## config.mk

```make
export PLATFORM = sky130hd
export DESIGN_NAME = uart_cmd_parser
export DESIGN_NICKNAME = d
export VERILOG_FILES = /design/src/rtl/uart_cmd_parser.sv
export SDC_FILE = /design/constraint.sdc
export NUM_CORES = 1
export LEC_CHECK = 0
export ABC_AREA = 1
export BUFFER_PORTS_ARGS = -buffer_cell sky130_fd_sc_hd__buf_2
export CORE_MARGIN = 2
export CORE_UTILIZATION = 57
export CTS_CLUSTER_SIZE = 30
export DETAILED_ROUTE_END_ITERATION = 16
export PLACE_DENSITY_LB_ADDON = 0.12
export SYNTH_ARGS = -nofsm -noshare
export SYNTH_HDL_FRONTEND = slang
export SYNTH_SLANG_ARGS = --single-unit
```

## constraint.sdc

```tcl
create_clock -name osc_clk -period 4.08 [get_ports osc_clk]
set_clock_uncertainty 0.15 [all_clocks]
set_input_delay 0.204 -clock osc_clk [delete_from_list [all_inputs] [get_ports osc_clk]]
set_output_delay 0.204 -clock osc_clk [all_outputs]
set_load 0.1 [all_outputs]
```

## src/rtl/uart_cmd_parser.sv

```systemverilog
// ASCII command parser for UART bytes: "F<digits>\r" sets the tuning frequency, "G<digits>\r" sets the gain.
// Malformed or stalled commands are rejected with a single-cycle o_Err pulse.
module uart_cmd_parser #(
  parameter logic [31:0] RESET_FREQ   = 32'd7074000,
  parameter logic [7:0]  RESET_GAIN   = 8'd128,
  parameter int          TIMEOUT_CLKS = 13600000
) (
  input  logic        osc_clk,
  input  logic        i_Rst_n,
  input  logic        i_Rx_DV,
  input  logic [7:0]  i_Rx_Byte,
  output logic [31:0] o_Freq,
  output logic        o_Freq_Valid,
  output logic [7:0]  o_Gain,
  output logic        o_Gain_Valid,
  output logic        o_Err
);
  localparam logic [1:0]  S_IDLE    = 2'd0;
  localparam logic [1:0]  S_F_DIG   = 2'd1;
  localparam logic [1:0]  S_G_DIG   = 2'd2;
  localparam logic [1:0]  S_DISCARD = 2'd3;
  localparam logic [7:0]  C_CR      = 8'h0D;
  localparam logic [7:0]  C_LF      = 8'h0A;
  localparam logic [31:0] TMO_LAST  = 32'(TIMEOUT_CLKS - 1);

  logic [1:0]  r_state;
  logic [35:0] r_acc;
  logic [3:0]  r_dcnt;
  logic [31:0] r_tmo;
  logic        r_dv_prev;
  logic        r_dv_armed;
  logic        r_load_f;
  logic        r_load_g;

  logic        w_evt;
  logic        w_is_digit;
  logic        w_is_f;
  logic        w_over;
  logic        w_tmo_hit;
  logic [35:0] w_acc_upd;
  logic [1:0]  w_state_nxt;
  logic [35:0] w_acc_nxt;
  logic [3:0]  w_dcnt_nxt;
  logic [31:0] w_tmo_nxt;
  logic        w_err;
  logic        w_load_f;
  logic        w_load_g;

  // A DV level still high when reset releases must drop once before it can count as an edge.
  assign w_evt      = i_Rx_DV & ~r_dv_prev & r_dv_armed;
  assign w_is_digit = (i_Rx_Byte >= 8'h30) && (i_Rx_Byte <= 8'h39);
  assign w_acc_upd  = (r_acc * 36'd10) + {32'd0, i_Rx_Byte[3:0]};
  assign w_is_f     = (r_state == S_F_DIG);
  assign w_over     = w_is_f ? ((r_dcnt == 4'd10) || (w_acc_upd > 36'h0_FFFF_FFFF))
                             : ((r_dcnt == 4'd3)  || (w_acc_upd > 36'd255));
  assign w_tmo_hit  = (r_tmo == TMO_LAST);
  assign w_tmo_nxt  = (w_evt || (w_state_nxt == S_IDLE)) ? 32'd0 : (r_tmo + 32'd1);

  // Next-state, accumulator and pulse decode; a byte event takes priority over timeout.
  always_comb begin
    w_state_nxt = r_state;
    w_acc_nxt   = r_acc;
    w_dcnt_nxt  = r_dcnt;
    w_err       = 1'b0;
    w_load_f    = 1'b0;
    w_load_g    = 1'b0;
    case (r_state)
      S_IDLE: begin
        if (w_evt) begin
          case (i_Rx_Byte)
            8'h46, 8'h66: begin
              w_state_nxt = S_F_DIG;
              w_acc_nxt   = 36'd0;
              w_dcnt_nxt  = 4'd0;
            end
            8'h47, 8'h67: begin
              w_state_nxt = S_G_DIG;
              w_acc_nxt   = 36'd0;
              w_dcnt_nxt  = 4'd0;
            end
            C_CR, C_LF: w_state_nxt = S_IDLE;
            default: begin
              w_err       = 1'b1;
              w_state_nxt = S_DISCARD;
            end
          endcase
        end else begin
          w_state_nxt = S_IDLE;
        end
      end
      S_F_DIG, S_G_DIG: begin
        if (w_evt) begin
          if (w_is_digit) begin
            if (w_over) begin
              w_err       = 1'b1;
              w_state_nxt = S_DISCARD;
            end else begin
              w_acc_nxt  = w_acc_upd;
              w_dcnt_nxt = r_dcnt + 4'd1;
            end
          end else if (i_Rx_Byte == C_CR) begin
            if (r_dcnt == 4'd0) begin
              w_err = 1'b1;
            end else begin
              w_load_f = w_is_f;
              w_load_g = ~w_is_f;
            end
            w_state_nxt = S_IDLE;
          end else if (i_Rx_Byte == C_LF) begin
            w_state_nxt = r_state;
          end else begin
            w_err       = 1'b1;
            w_state_nxt = S_DISCARD;
          end
        end else if (w_tmo_hit) begin
          w_err       = 1'b1;
          w_state_nxt = S_IDLE;
        end else begin
          w_state_nxt = r_state;
        end
      end
      S_DISCARD: begin
        if (w_evt) begin
          w_state_nxt = (i_Rx_Byte == C_CR) ? S_IDLE : S_DISCARD;
        end else if (w_tmo_hit) begin
          w_state_nxt = S_IDLE;
        end else begin
          w_state_nxt = S_DISCARD;
        end
      end
      default: w_state_nxt = S_IDLE;
    endcase
  end

  // Parser state, accumulator, inter-byte timer and DV edge tracking.
  always_ff @(posedge osc_clk or negedge i_Rst_n) begin
    if (!i_Rst_n) begin
      r_state    <= S_IDLE;
      r_acc      <= 36'd0;
      r_dcnt     <= 4'd0;
      r_tmo      <= 32'd0;
      r_dv_prev  <= 1'b0;
      r_dv_armed <= 1'b0;
      r_load_f   <= 1'b0;
      r_load_g   <= 1'b0;
    end else begin
      r_state    <= w_state_nxt;
      r_acc      <= w_acc_nxt;
      r_dcnt     <= w_dcnt_nxt;
      r_tmo      <= w_tmo_nxt;
      r_dv_prev  <= i_Rx_DV;
      r_dv_armed <= r_dv_armed | ~i_Rx_DV;
      r_load_f   <= w_load_f;
      r_load_g   <= w_load_g;
    end
  end

  // Registered outputs; the accepted value lands one cycle after the terminating CR.
  always_ff @(posedge osc_clk or negedge i_Rst_n) begin
    if (!i_Rst_n) begin
      o_Freq       <= RESET_FREQ;
      o_Gain       <= RESET_GAIN;
      o_Freq_Valid <= 1'b0;
      o_Gain_Valid <= 1'b0;
      o_Err        <= 1'b0;
    end else begin
      o_Err        <= w_err;
      o_Freq_Valid <= r_load_f;
      o_Gain_Valid <= r_load_g;
      o_Freq       <= r_load_f ? r_acc[31:0] : o_Freq;
      o_Gain       <= r_load_g ? r_acc[7:0]  : o_Gain;
    end
  end

endmodule
```

==> reports/qor.csv <==
metric,value,unit
outcome,finished with violations,
failing checks,negative setup slack,
WP buf/inv,3,
fmax,221,MHz
Clock Sinks,120,
Worst-Margin Slew,1.03,ns
layout cells sized above 1,38.0,%
leading area contributor after synthesis,dfrtp_1,
Clk pwr share,23.8,%
Antenna Cells,0,
Logic pwr share,54.2,%
worst setup path end,r_tmo[6]$_DFF_PN0_,
RSZ-0062 raised after global routing,true,
clk root buf,clkbuf_16,
slowest cell delay on critical path,0.45,ns
Relative slew margins,31.4,%
Syn Nets,1444,
Seq cells post-synth,120,
Levels on crit path,29,
clock slew at reported path FFs,0.06,ns
placed cell count,1784,
CTS buffer count,17,
element type at the critical path end,register,
Post-Synthesis Cell Area,0.00958,mm^2
cell area after layout,0.0135,mm^2
total power,6.43,mW
"Async S/R FF share, synth",100,%
Power Dens Cells,477,mW/mm^2
synthesized instance count,1358,
Via density,5.77,
core area,0.0165,mm^2
WL final,34.3,mm
sequential-to-total area share from yosys stat,31.5,%
DR pass1 iterations,8,
crit path launch type,register,
largest net degree at the start of global routing,84,
Iter 0 DRT Violations,1041,
synth unique cells,41,
reg2reg setup slack,-0.45,ns
Detailed Place HPWL,21.9,mm
worst r2r src,r_acc[3]$_DFFE_PN0P_,
peak supply drop,0.000634,V
Rows,47,
number of nets still failing antenna checks after routing,0,
CTS tree,done,
worst min-delay path category,in -> reg,
Slew Limit Fails,0,
Avg WL per Cell,18.3,um
DIE WIDTH,134,um
Die H,134,um
final worst setup slack,-0.455,ns
Hold Slack,0.134,ns
MaxCap Viol Count,0,
LEAKAGE,6.87,nW
synthesized area per cell,7.05,um^2
critical path arrival,4.68,ns
Int Power,3.68,mW
Starting Density,58.0,%
CP Data Required Time,4.23,ns
PortBufs,53,
Crit path max-delay family,simple AND/OR/NAND/NOR gates,
H-tree depth,4,
slowest CP cell,fa_2,
DR DRC count,0,
CP Max Fanout,6,
dpl cell area,0.0113,mm^2
crit-path most repeated cell,nand2_1,
post-route minimum period,4.53,ns
Fin. Hold Viols,0,
full die area,0.0179,mm^2
Post-synth EDFFs,0,
sequential fraction of design power,22.1,%
fin util,81.6,%
initial antenna violation count,0,
Final Non-Filler Cells,1872,
clock buffer depth,2,
worst r2r path cells,29,
Net Sw Frac,42.8,%
R2R Path End,r_tmo[6]$_DFF_PN0_,
vias in the first global route,10300,
Syn-to-layout area delta,40.7,%
switching pwr,2.75,mW
layout net count,1725,
top post-synthesis cells by area,"dfrtp_1, nand2_1, ha_1",
GP Congestion,0.945,
Clock Latency Late Sink,0.42,ns
Crit Path Class,reg -> reg,
Yosys top cell area share,27.9,%
Boundary Pins,54,
first-pass GRT wire length,49.3,mm
Fill cells,1053,
vias,10800,
Total GRT Usage,34.7,%
Final Setup Violations,74,
total congestion overflow,0,
Tcrit/Tclk final,111,%
yosys warns,0,
top_reg_cell synth,dfrtp_1,
Worst Setup SP,r_acc[3]$_DFFE_PN0P_,
## worst min-delay path by stage
stage | startpoint | endpoint | slack [ns] | cells past startpoint
floorplan | i_Rst_n | o_Err$_DFF_PN0_ | -0.24 | 0
global placement | i_Rx_DV | r_dv_prev$_DFF_PN0_ | 0.19 | 1
detailed placement | i_Rx_DV | r_dv_prev$_DFF_PN0_ | 0.19 | 1
CTS | i_Rx_Byte[5] | r_load_f$_DFF_PN0_ | 0.11 | 6
global route | i_Rx_Byte[5] | r_load_f$_DFF_PN0_ | 0.16 | 6
finish | i_Rx_Byte[5] | r_load_f$_DFF_PN0_ | 0.13 | 6
## area by class of cell
class,instances,area (um^2),area share [%]
clock inverter,15,166,1.23
clock buffer,17,425,3.16
inverter,192,728,5.40
timing repair inverter,1,6.26,0.0464
tap,220,275,2.04
sequential,120,3040,22.5
multi-input combinational,1029,6660,49.4
timing repair buffer,278,2180,16.2
## sequential cells by signal, summed over array words and instances (netlist names)
name	count
o_Gain	8
o_Gain_Valid	1
o_Err	1
r_state	2
r_acc	35
r_dcnt	4
r_tmo	32
r_load_f	1
o_Freq	32
r_dv_armed	1
o_Freq_Valid	1
r_load_g	1
r_dv_prev	1
## power groups by stage
stage          clock, mW  sequential [mW]  combinational (mW)
3_5_place_dp           0             1.41                2.27
3_3_place_gp           0             1.40                2.24
4_1_cts             1.53             1.40                2.75
6_report            1.53             1.42                3.48
2_1_floorplan          0             1.41                1.36
5_1_grt             1.58             1.42                3.67
## through the flow
stage,TNS [ns],setup WS (ns)
after floorplan,0,0.0926
after global placement,-23.09,-0.412
after detailed placement,-25.19,-0.451
after CTS,-3.77,-0.140
after global routing,-37.24,-0.617
final,-26.91,-0.455
## metal layers
metal  GRT usage [%]  share of wire [%]
met5               0                  0
met4            12.0                3.1
met3            5.67                8.8
met2            58.9                 49
met1            45.2                 39
## cells in the mapped netlist, types with 2 or more instances
master	number
nor4_1	8
nor2_4	4
nor2_1	105
nand3b_1	6
nand2_1	433
inv_2	11
clkbuf_1	6
nand2_2	13
nor3_1	16
dfrtp_1	107
nand3_2	4
nand4_1	32
o21ai_0	30
fa_1	2
nand3_1	110
buf_1	3
mux2_2	40
a21oi_1	37
xnor2_1	8
inv_1	180
nor2_2	47
dfstp_2	13
ha_1	73
o31ai_1	26
a21oi_2	2
buf_12	3
buf_2	5
xor2_1	21
## cell usage in the layout, fill, tap and decap left out, drive strengths merged, types with 3 or more instances in the layout
cell / synthesis / final
o21ai: 30 / 30
xnor2: 8 / 8
a21oi: 39 / 39
o31ai: 26 / 26
clkbuf: 6 / 21
nor3: 17 / 17
nor2: 156 / 156
nand3b: 6 / 6
nand4: 32 / 32
nand3: 115 / 115
dlygate4sd3: 0 / 3
mux2: 40 / 40
ha: 73 / 73
dfstp: 13 / 13
nor4: 8 / 8
nand2: 447 / 447
inv: 191 / 199
clkinv: 1 / 5
xor2: 21 / 21
buf: 11 / 271
dfrtp: 107 / 107
## worst min-delay path: stages
cell     delay (ns)
buf_2          0.09
nor3_1         0.05
nand3_1        0.09
inv_1          0.08
nand4_1        0.09
nor2_1         0.05
## kinds of logic after synthesis
group	after synthesis	share of synthesized area, %
flip-flops	120	31.5
AND/OR/NAND/NOR	785	36.3
AO/OA/AOI/OAI	100	6.11
multiplexers	40	4.70
XOR/XNOR	29	2.65
adder cells (fa/ha/maj)	75	9.95
buffers and inverters	209	8.76
## repair_timing
action,CTS,global route
setup endpoints to repair,74,74
hold buffers,3,0
cloned,3,7
setup buffers,33,15
pin swaps,18,59
gates resized for setup,89,153
hold endpoints to repair,80,0
(Power assumes the default switching activity.)
